==> src/rtl/trash_pkg.sv <==
// Shared encodings for the trash_cpu slice: opcodes, ALU operations and instruction field positions.
package trash_pkg;

  localparam logic [3:0] OP_NOP  = 4'h0;
  localparam logic [3:0] OP_LDI  = 4'h1;
  localparam logic [3:0] OP_ALU  = 4'h2;
  localparam logic [3:0] OP_ST   = 4'h3;
  localparam logic [3:0] OP_LD   = 4'h4;
  localparam logic [3:0] OP_JMP  = 4'h5;
  localparam logic [3:0] OP_JNZ  = 4'h6;
  localparam logic [3:0] OP_OUT  = 4'h7;
  localparam logic [3:0] OP_HALT = 4'h8;

  localparam logic [3:0] ALU_ADD = 4'h0;
  localparam logic [3:0] ALU_SUB = 4'h1;
  localparam logic [3:0] ALU_AND = 4'h2;
  localparam logic [3:0] ALU_OR  = 4'h3;
  localparam logic [3:0] ALU_XOR = 4'h4;
  localparam logic [3:0] ALU_NOT = 4'h5;
  localparam logic [3:0] ALU_SHR = 4'h6;
  localparam logic [3:0] ALU_SHL = 4'h7;
  localparam logic [3:0] ALU_INC = 4'h8;
  localparam logic [3:0] ALU_DEC = 4'h9;
  localparam logic [3:0] ALU_MUL = 4'hA;
  localparam logic [3:0] ALU_MOV = 4'hB;

  localparam int OPC_LSB = 12;
  localparam int A_LSB   = 8;
  localparam int B_LSB   = 4;
  localparam int C_LSB   = 0;
  localparam int FIELD_W = 4;
  localparam int IMM_W   = 8;

endpackage

==> src/rtl/trash_alu.sv <==
// Combinational ALU, zero latency, no handshake; x is the destination operand, y the source.
// Results wrap to DATA_W; reserved ops pass x through so the destination is left unchanged.
module trash_alu
  import trash_pkg::*;
#(
  parameter int DATA_W = 8
) (
  input  logic [3:0]        op,
  input  logic [DATA_W-1:0] x,
  input  logic [DATA_W-1:0] y,
  output logic [DATA_W-1:0] res
);

  always_comb begin
    res = x;
    case (op)
      ALU_ADD: res = x + y;
      ALU_SUB: res = x - y;
      ALU_AND: res = x & y;
      ALU_OR:  res = x | y;
      ALU_XOR: res = x ^ y;
      ALU_NOT: res = ~x;
      ALU_SHR: res = x >> 1;
      ALU_SHL: res = x << 1;
      ALU_INC: res = x + DATA_W'(1);
      ALU_DEC: res = x - DATA_W'(1);
      ALU_MUL: res = x * y;
      ALU_MOV: res = y;
      default: res = x;
    endcase
  end

endmodule

==> src/rtl/trash_cpu.sv <==
// Accumulator micro-CPU: host loads program words while idle/halted, then start runs FETCH/EXEC at 2 cycles per instruction.
// No backpressure: out_valid is a single-cycle strobe and loads during a run are dropped.
module trash_cpu
  import trash_pkg::*;
#(
  parameter int DATA_W     = 8,
  parameter int NREGS      = 4,
  parameter int PROG_DEPTH = 16,
  parameter int MEM_DEPTH  = 16
) (
  input  logic                          clk,
  input  logic                          reset,
  input  logic                          load_valid,
  input  logic [15:0]                   load_word,
  input  logic                          start,
  output logic                          busy,
  output logic                          halted,
  output logic [$clog2(PROG_DEPTH)-1:0] pc,
  output logic [DATA_W-1:0]             out_data,
  output logic                          out_valid
);

  localparam int PW = $clog2(PROG_DEPTH);
  localparam int MW = $clog2(MEM_DEPTH);

  localparam logic [1:0] S_IDLE  = 2'd0;
  localparam logic [1:0] S_FETCH = 2'd1;
  localparam logic [1:0] S_EXEC  = 2'd2;
  localparam logic [1:0] S_HALT  = 2'd3;

  logic [1:0]        state_q, state_d;
  logic [PW-1:0]     pc_q, pc_d;
  logic [PW-1:0]     load_addr_q, load_addr_d;
  logic [15:0]       ir_q, ir_d;
  logic [DATA_W-1:0] out_data_q, out_data_d;
  logic              out_valid_q, out_valid_d;

  logic [15:0]       prog_q [PROG_DEPTH];
  logic [DATA_W-1:0] regs_q [NREGS];
  logic [DATA_W-1:0] mem_q  [MEM_DEPTH];

  logic [3:0]         opc, fa, fb, fc;
  logic [IMM_W-1:0]   imm;
  logic [MW-1:0]      mem_addr;
  logic [DATA_W-1:0]  ra, rb, rc, alu_res;
  logic               prog_we, reg_we, mem_we;
  logic [3:0]         reg_wa;
  logic [DATA_W-1:0]  reg_wd;

  assign opc      = ir_q[OPC_LSB +: FIELD_W];
  assign fa       = ir_q[A_LSB +: FIELD_W];
  assign fb       = ir_q[B_LSB +: FIELD_W];
  assign fc       = ir_q[C_LSB +: FIELD_W];
  assign imm      = ir_q[IMM_W-1:0];
  assign mem_addr = fa[MW-1:0];

  // Indices at or above NREGS match no entry, so such reads return zero.
  always_comb begin
    ra = '0;
    rb = '0;
    rc = '0;
    for (int i = 0; i < NREGS; i++) begin
      if (fa == 4'(i)) ra = regs_q[i];
      if (fb == 4'(i)) rb = regs_q[i];
      if (fc == 4'(i)) rc = regs_q[i];
    end
  end

  trash_alu #(.DATA_W(DATA_W)) u_alu (
    .op  (fa),
    .x   (rb),
    .y   (rc),
    .res (alu_res)
  );

  always_comb begin
    state_d     = state_q;
    pc_d        = pc_q;
    load_addr_d = load_addr_q;
    ir_d        = ir_q;
    out_data_d  = out_data_q;
    out_valid_d = 1'b0;
    prog_we     = 1'b0;
    reg_we      = 1'b0;
    reg_wa      = '0;
    reg_wd      = '0;
    mem_we      = 1'b0;
    case (state_q)
      S_IDLE, S_HALT: begin
        if (load_valid) begin
          prog_we     = 1'b1;
          load_addr_d = load_addr_q + PW'(1);
        end else if (start) begin
          state_d     = S_FETCH;
          pc_d        = '0;
          load_addr_d = '0;
        end
      end
      S_FETCH: begin
        ir_d    = prog_q[pc_q];
        state_d = S_EXEC;
      end
      S_EXEC: begin
        state_d = S_FETCH;
        pc_d    = pc_q + PW'(1);
        case (opc)
          OP_NOP: ;
          OP_LDI: begin
            reg_we = 1'b1;
            reg_wa = fa;
            reg_wd = DATA_W'(imm);
          end
          OP_ALU: begin
            reg_we = 1'b1;
            reg_wa = fb;
            reg_wd = alu_res;
          end
          OP_ST: mem_we = 1'b1;
          OP_LD: begin
            reg_we = 1'b1;
            reg_wa = fc;
            reg_wd = mem_q[mem_addr];
          end
          OP_JMP: pc_d = imm[PW-1:0];
          OP_JNZ: if (ra != '0) pc_d = imm[PW-1:0];
          OP_OUT: begin
            out_data_d  = ra;
            out_valid_d = 1'b1;
          end
          OP_HALT: begin
            state_d = S_HALT;
            pc_d    = pc_q;
          end
          default: ;
        endcase
      end
      default: state_d = S_IDLE;
    endcase
  end

  always_ff @(posedge clk) begin
    if (reset) begin
      state_q     <= S_IDLE;
      pc_q        <= '0;
      load_addr_q <= '0;
      ir_q        <= '0;
      out_data_q  <= '0;
      out_valid_q <= 1'b0;
      for (int i = 0; i < NREGS; i++) regs_q[i] <= '0;
      for (int i = 0; i < MEM_DEPTH; i++) mem_q[i] <= '0;
    end else begin
      state_q     <= state_d;
      pc_q        <= pc_d;
      load_addr_q <= load_addr_d;
      ir_q        <= ir_d;
      out_data_q  <= out_data_d;
      out_valid_q <= out_valid_d;
      for (int i = 0; i < NREGS; i++) begin
        if (reg_we && reg_wa == 4'(i)) regs_q[i] <= reg_wd;
      end
      if (mem_we) mem_q[mem_addr] <= rc;
    end
  end

  // Program store survives reset so the host need not reload after a reset.
  always_ff @(posedge clk) begin
    if (prog_we && !reset) prog_q[load_addr_q] <= load_word;
  end

  assign busy      = (state_q == S_FETCH) || (state_q == S_EXEC);
  assign halted    = (state_q == S_HALT);
  assign pc        = pc_q;
  assign out_data  = out_data_q;
  assign out_valid = out_valid_q;

endmodule

==> config.mk <==
export PLATFORM = sky130hd
export DESIGN_NAME = trash_cpu
export DESIGN_NICKNAME = d
export VERILOG_FILES = /design/src/rtl/trash_pkg.sv /design/src/rtl/trash_alu.sv /design/src/rtl/trash_cpu.sv
export SDC_FILE = /design/constraint.sdc
export NUM_CORES = 1
export LEC_CHECK = 0
export BUFFER_PORTS_ARGS = -buffer_cell sky130_fd_sc_hd__buf_2
export CAP_MARGIN = 5
export CORE_MARGIN = 2
export CORE_UTILIZATION = 35
export CTS_CLUSTER_SIZE = 12
export DETAILED_ROUTE_END_ITERATION = 12
export MAX_ROUTING_LAYER = met4
export SLEW_MARGIN = 20
export SYNTH_ARGS = -nofsm -noshare
export SYNTH_HDL_FRONTEND = slang
export SYNTH_SLANG_ARGS = --single-unit
==> constraint.sdc <==
create_clock -name clk -period 14.2 [get_ports clk]
set_input_delay 0.71 -clock clk [delete_from_list [all_inputs] [get_ports clk]]
set_output_delay 0.71 -clock clk [all_outputs]
set_load 0.005 [all_outputs]
==> results of run 1 <==
-- per-stage QoR --
step	worst slack, ns	cell area [sq um]
after floorplan	8.86	21300
after detailed placement	7.57	22400
after global placement	7.65	22400
after global routing	7.14	23800
after CTS	7.53	23700
final	7.50	23800
-- state kept, by name (all words and copies together), names as in the netlist --
register	flops
prog_q	256
mem_q	128
regs_q	32
ir_q	16
out_data	8
load_addr_q	4
pc	4
state_q	2
out_valid	1
-- where the power goes --
| part | switching, mW | total (mW) | internal [mW] | leakage, nW |
|---|---|---|---|---|
| clock network | 0.501 | 1.11 | 0.613 | 0.644 |
| logic | 0.741 | 1.25 | 0.514 | 3.03 |
| registers | 0.0787 | 1.58 | 1.50 | 4.24 |
| total | 1.32 | 3.95 | 2.63 | 7.91 |
-- logic make-up (layout without fill, tap and decap cells) --
family,after synthesis,in the layout,synth area share [%]
and+or+nand+nor,433,433,9.04
xor gates and xnor gates,23,23,1.20
muxes,170,170,16.5
buffers and inverters,151,205,2.82
AOI/OAI and AO/OA,145,145,4.55
other,0,4,0
DFF,451,451,61.9
adders and majority gates,61,61,4.04
-- layout make-up --
| class | instances | area share [%] |
|---|---|---|
| antenna | 4 | 0.0421 |
| clock buffer | 74 | 5.32 |
| clock inverter | 8 | 0.353 |
| inverter | 57 | 0.901 |
| multi-input combinational | 832 | 32.0 |
| sequential | 451 | 55.6 |
| tap | 782 | 4.12 |
| timing repair buffer | 66 | 1.73 |
-- cell usage in the layout (no fill, tap or decap), types with 5 or more instances in the layout --
master and instances:
buf_4 32, inv_1 53, o21ai_0 26, mux4_2 142
a211oi_1 6, xor2_1 5, and2_1 15, a22o_1 5
clkbuf_1 26, a22oi_1 14, clkbuf_16 45, nor2b_1 16
nor2_2 12, buf_2 34, nand2b_1 30, o22ai_1 7
o31ai_1 6, edfxtp_1 416, mux2i_1 25, nand4_1 8
nand3_1 26, o211ai_1 7, nor2_1 219, ha_1 47
o21bai_1 5, a21oi_1 31, a21o_1 5, nor3_1 23
xnor2_1 14, or3_1 5, fa_1 13, dfxtp_1 31
nand2_1 61
-- tightest hold or removal path: stages --
cell and delay [ns]:
buf_2 0.13, a22oi_1 0.08, nor2_1 0.08
-- metal layers --
| layer | GRT usage (%) | wire length (microns) | vias up |
|---|---|---|---|
| met5 | - | 0 | - |
| met4 | 3.20 | 733 | 0 |
| met3 | 3.01 | 3460 | 67 |
| met2 | 27.3 | 25200 | 429 |
| met1 | 22.8 | 22300 | 6443 |
| li1 | - | - | 5527 |
-- how the worst max path moves through the flow --
stage	slack, ns	cells after the start	endpoint
global placement	7.65	17	regs_q[2][7]
finish	7.50	17	regs_q[3][7]
CTS	7.53	20	regs_q[2][7]
detailed placement	7.57	20	regs_q[2][7]
floorplan	8.86	20	regs_q[0][7]
global route	7.14	20	regs_q[1][7]
==> results.cfg, run 1 <==
[timing]
tns_ns = 0
setup_viol_count_final = 0
fmax_mhz = 149
rsz0062_at_grt = no
hold_viol_final = 0
worst_pin_slew_ns = 1.05
slew_headroom_pct = 30.0
drv_slew = 0
finalClockSkew_ns = 0.0338
min_period_over_period_pct = 47.2
fin_hold_ws_ns = 0.464
period_minus_slack_ns = 6.70

[worst_setup_path]
arrival_ns = 6.98
r2r_start = ir_q[0]
reg2reg_depth = 17
worstReg2RegEnd = regs_q[3][7]
startpoint = ir_q[0]
critPathLaunchType = register
crit_path_end_kind = register
crit_family = adder cells
worstPathCellList = mux4_2 -> nand2_1 -> inv_1 -> ha_1 -> fa_1 -> ha_1 -> fa_1 -> inv_1 -> fa_1 -> inv_1 -> ha_1 -> a21oi_1 -> xnor2_1 -> xnor3_1 -> o211ai_1 -> a222oi_1 -> a21oi_1
worst-setup-path-type = reg -> reg
critical_path_required_ns = 14.48
path_buf_inv = 3
crit_path_max_fanout = 22
cp_slowest_cell = dfxtp_1
rrSetupSlack_ns = 7.50
slowest_delay_ns = 0.80

[cells_and_area]
seq_area_sq_mm = 0.0132
layout-drive-gt1-share_pct = 19.8
area_delta_synth_final_pct = 11.4
multiInputGateArea_sq_mm = 0.00759
nFillCells = 5425
stdcell_count = 2274
fin_util_pct = 39.4
nNetsFinal = 1534

[floorplan]
initial_core_util_pct = 35.4
core_sq_mm = 0.0602
io_pins = 35
die_w_microns = 251
row_count = 90
die_height_microns = 251
die_area_sq_mm = 0.0629

[yosys]
synthDistinctLibCells = 64
ys_seq_elements = 451
async_flop_share_pct = 0
yosysMostFrequentCell = edfxtp_1
synthTopCellsByArea = edfxtp_1, mux4_2, nor2_1, dfxtp_1, ha_1
yosysSeqAreaShare_pct = 61.9
synth.largest_area_cell = edfxtp_1
yosys_most_used_dff = edfxtp_1
yosys_warnings = 0
syn_nets = 1515
synth_edf_count = 416
synth_common_cells = edfxtp_1, nor2_1, mux4_2, clkbuf_1, nand2_1
syn_area_sq_mm = 0.0213
synthCells = 1434
synth_top_cell_area_share_pct = 58.6
avgSynthCellArea_sq_um = 14.9

[cts]
cts_hold_buf = 0
ctsLongestPathBuffers = 3
cts.sinks = 451
clock_latency_ns = 0.58
cts_buffers = 45
post_cts_buffers = 0
cts_tree = yes
clock-root-buffer = clkbuf_16
ctsResizeCount = 0
path_clk_slew_ns = 0.06
ctsHtreeMaxLevel = 2

[power_and_ir_drop]
power_density_mw_per_mm2 = 166
p_total_mw = 3.95
ir_drop_v = 0.0000997
p_leak_nw = 7.91

[drt]
drc = 0
num_vias = 12466
first_pass_iters = 5
wl_per_cell_microns = 22.8
ant_nets = 0
drt_iter0_markers = 1096
via_per_inst = 5.48
drt-total-wl_mm = 51.8

[min_path]
min_to = load_addr_q[3]
worstHoldPathType = in -> reg
hold_path_depth = 3
min_from = load_valid

[grt]
antenna_found_initial = 5
grt_max_degree = 69
grt_pass1_wl_mm = 78.8
grt_overflow = 0
first_global_vias = 12447
grt_use_total_pct = 17.0

[placement]
io_buffers = 34
dp_cells = 2188
post-dp-hpwl_mm = 32.7
routabilityCongestion = 0.873

[status]
status = finished, final reports clean

[run]
drv_cap = 0
Power figures use the tool's default switching activity.
==> inputs of run 2 (changes only) <==
--- a/config.mk
+++ b/config.mk
@@ -5,6 +5,7 @@
 export SDC_FILE = /design/constraint.sdc
 export NUM_CORES = 1
 export LEC_CHECK = 0
+export ABC_AREA = 1
 export BUFFER_PORTS_ARGS = -buffer_cell sky130_fd_sc_hd__buf_2
 export CAP_MARGIN = 5
 export CORE_MARGIN = 2
==> constraint.sdc (replaced) <==
create_clock -name clk -period 6.5 [get_ports clk]
set_input_delay 0.325 -clock clk [delete_from_list [all_inputs] [get_ports clk]]
set_output_delay 0.325 -clock clk [all_outputs]
set_load 0.005 [all_outputs]
==> results.cfg, run 2 <==
[status]
status = finished, final reports clean

[worst_setup_path]
crit_family = adder cells
cp_slowest_cell = nor2_2
worstReg2RegEnd = regs_q[3][6]
rrSetupSlack_ns = 0.84
critical_path_required_ns = 6.83
crit_path_max_fanout = 18
crit_path_end_kind = register
worstPathCellList = nor2_2 -> nand2_1 -> nand3_1 -> nand2_2 -> inv_1 -> nand2_1 -> fa_1 -> fa_1 -> inv_1 -> fa_1 -> inv_1 -> fa_1 -> inv_1 -> ha_1 -> inv_1 -> or2_2 -> a31oi_1 -> o211ai_1 -> o211ai_1 -> nand2_1 -> nand2_1 -> nor2_1
critPathLaunchType = register
slowest_delay_ns = 0.56
reg2reg_depth = 22
path_buf_inv = 5
path_common_cell = inv_1
arrival_ns = 5.99
r2r_start = ir_q[2]
worst-setup-path-type = reg -> reg

[drt]
via_per_inst = 5.47
drc = 0
ant_nets = 0
num_vias = 15762
wl_per_cell_microns = 21.7
first_pass_iters = 5
drt-total-wl_mm = 62.5
drt_iter0_markers = 1312

[cells_and_area]
layout-drive-gt1-share_pct = 9.84
area_delta_synth_final_pct = 12.3
largest_reg_flops = 256
mostFrequentLayoutCell = edfxtp_1
nNetsFinal = 2140
final_cell_mix = edfxtp_1, nor2_1, nand2_1
regMostFlops = prog_q
reg.largest.list = prog_q x256, mem_q x128, regs_q x32
nFillCells = 5825

[yosys]
yosysMostFrequentCell = edfxtp_1
synth_top_cell_area_share_pct = 58.4
avgSynthCellArea_sq_um = 10.5
syn_nets = 2121
synthDistinctLibCells = 51
synth_common_cells = edfxtp_1, nor2_1, nand2_1, o21ai_0, inv_1
ys_seq_elements = 451
yosysSeqAreaShare_pct = 61.7
yosys_most_used_dff = edfxtp_1
synth_edf_count = 416
async_flop_share_pct = 0
yosys_warnings = 0
synthCells = 2040
syn_area_sq_mm = 0.0214
synthTopCellsByArea = edfxtp_1, nor2_1, o21ai_0, nand2_1, nand3_1
synth.largest_area_cell = edfxtp_1

[floorplan]
die_height_microns = 251
die_w_microns = 251
initial_core_util_pct = 35.4
die_area_sq_mm = 0.0631
io_pins = 35
row_count = 90
core_sq_mm = 0.0604

[cts]
ctsResizeCount = 0
clock-root-buffer = clkbuf_16
path_clk_slew_ns = 0.06
post_cts_buffers = 0
ctsHtreeMaxLevel = 2
ctsLongestPathBuffers = 3
clock_latency_ns = 0.59
cts_tree = yes
cts.sinks = 451
cts_hold_buf = 0
cts_buffers = 48

[grt]
antenna_found_initial = 4
grt_overflow = 0
grt_use_total_pct = 20.2
grt_max_degree = 75
grt_pass1_wl_mm = 94.1
first_global_vias = 15510

[timing]
rsz0062_at_grt = no
drv_slew = 0
worst_pin_slew_ns = 1.11
tns_ns = 0
period_minus_slack_ns = 5.66
finalClockSkew_ns = 0.0179
min_period_over_period_pct = 87.1
hold_viol_final = 0
slew_headroom_pct = 25.3
fmax_mhz = 177
setup_viol_count_final = 0

[power_and_ir_drop]
p_total_mw = 7.62
p_sw_share_pct = 31.1
power_frac_comb_pct = 22.0
power_density_mw_per_mm2 = 317
seq_power_share_pct = 43.3
intPower_mw = 5.25
p_switching_mw = 2.37
clockPowerShare_pct = 34.7
ir_drop_v = 0.000270
p_leak_nw = 8.62

[placement]
routabilityCongestion = 0.967
post-dp-hpwl_mm = 40.4
io_buffers = 34

[min_path]
min_from = reset
hold_path_depth = 2
min_to = pc[0]
worstHoldPathType = in -> reg

[run]
drv_cap = 0
[run 2: routing by layer]
metal  GRT usage [%]  share of wire, %  vias to the layer above
li1                -                 -                     7348
met1            27.0                43                     7706
met2            30.7                45                      574
met3            3.68               7.9                      134
met4            7.77               3.6                        0
met5               -                 0                        -
[run 2: logic make-up after synthesis]
group                      count (synthesis)  synth area share [%]
and+or+nand+nor                          783                  15.3
AOI/OAI and AO/OA                        460                  13.5
DFF                                      451                  61.7
xor gates and xnor gates                  13                 0.532
adders and majority gates                 61                  4.02
buffers and inverters                    272                  4.91
[run 2: power by group through the flow]
stage | registers, mW | clock network (mW) | logic (mW)
floorplan | 3.33 | 0 | 1.11
finish | 3.30 | 2.65 | 1.67
CTS | 3.30 | 2.69 | 1.65
global route | 3.30 | 2.80 | 1.84
global placement | 3.35 | 0 | 1.64
detailed placement | 3.36 | 0 | 1.65
[run 2: how the worst max path moves through the flow]
stage / start / to / slack (ns) / depth (start not counted)
6_report: ir_q[2] / regs_q[3][6] / 0.84 / 22
5_1_grt: ir_q[2] / regs_q[2][7] / 0.43 / 29
4_1_cts: ir_q[2] / regs_q[2][7] / 0.86 / 29
3_5_place_dp: ir_q[2] / regs_q[2][7] / 0.86 / 29
3_3_place_gp: ir_q[2] / regs_q[3][7] / 0.89 / 29
2_1_floorplan: ir_q[2] / regs_q[0][7] / 1.49 / 31
[run 2: cell type report]
cell class	count	area, sq um	share of cell area (%)
Sequential cell	451	13200	54.9
Antenna cell	3	7.51	0.0313
Tap cell	782	978	4.07
Clock buffer	71	1360	5.66
Inverter	164	618	2.57
Timing Repair Buffer	77	493	2.05
Multi-Input combinational cell	1317	7210	30.0
Clock inverter	14	160	0.667
[run 2: metrics by stage]
stage	utilization, %	worst slack (ns)	instances	hold slack (ns)	instance area [sq um]
global route	39.8	0.431	2877	0.0449	24000
finish	39.8	0.839	2879	0.0568	24000
floorplan	-	1.49	2040	0.424	21400
CTS	39.8	0.857	2876	0.0338	24000
global placement	37.3	0.892	2791	0.487	22500
detailed placement	37.3	0.861	2791	0.500	22500
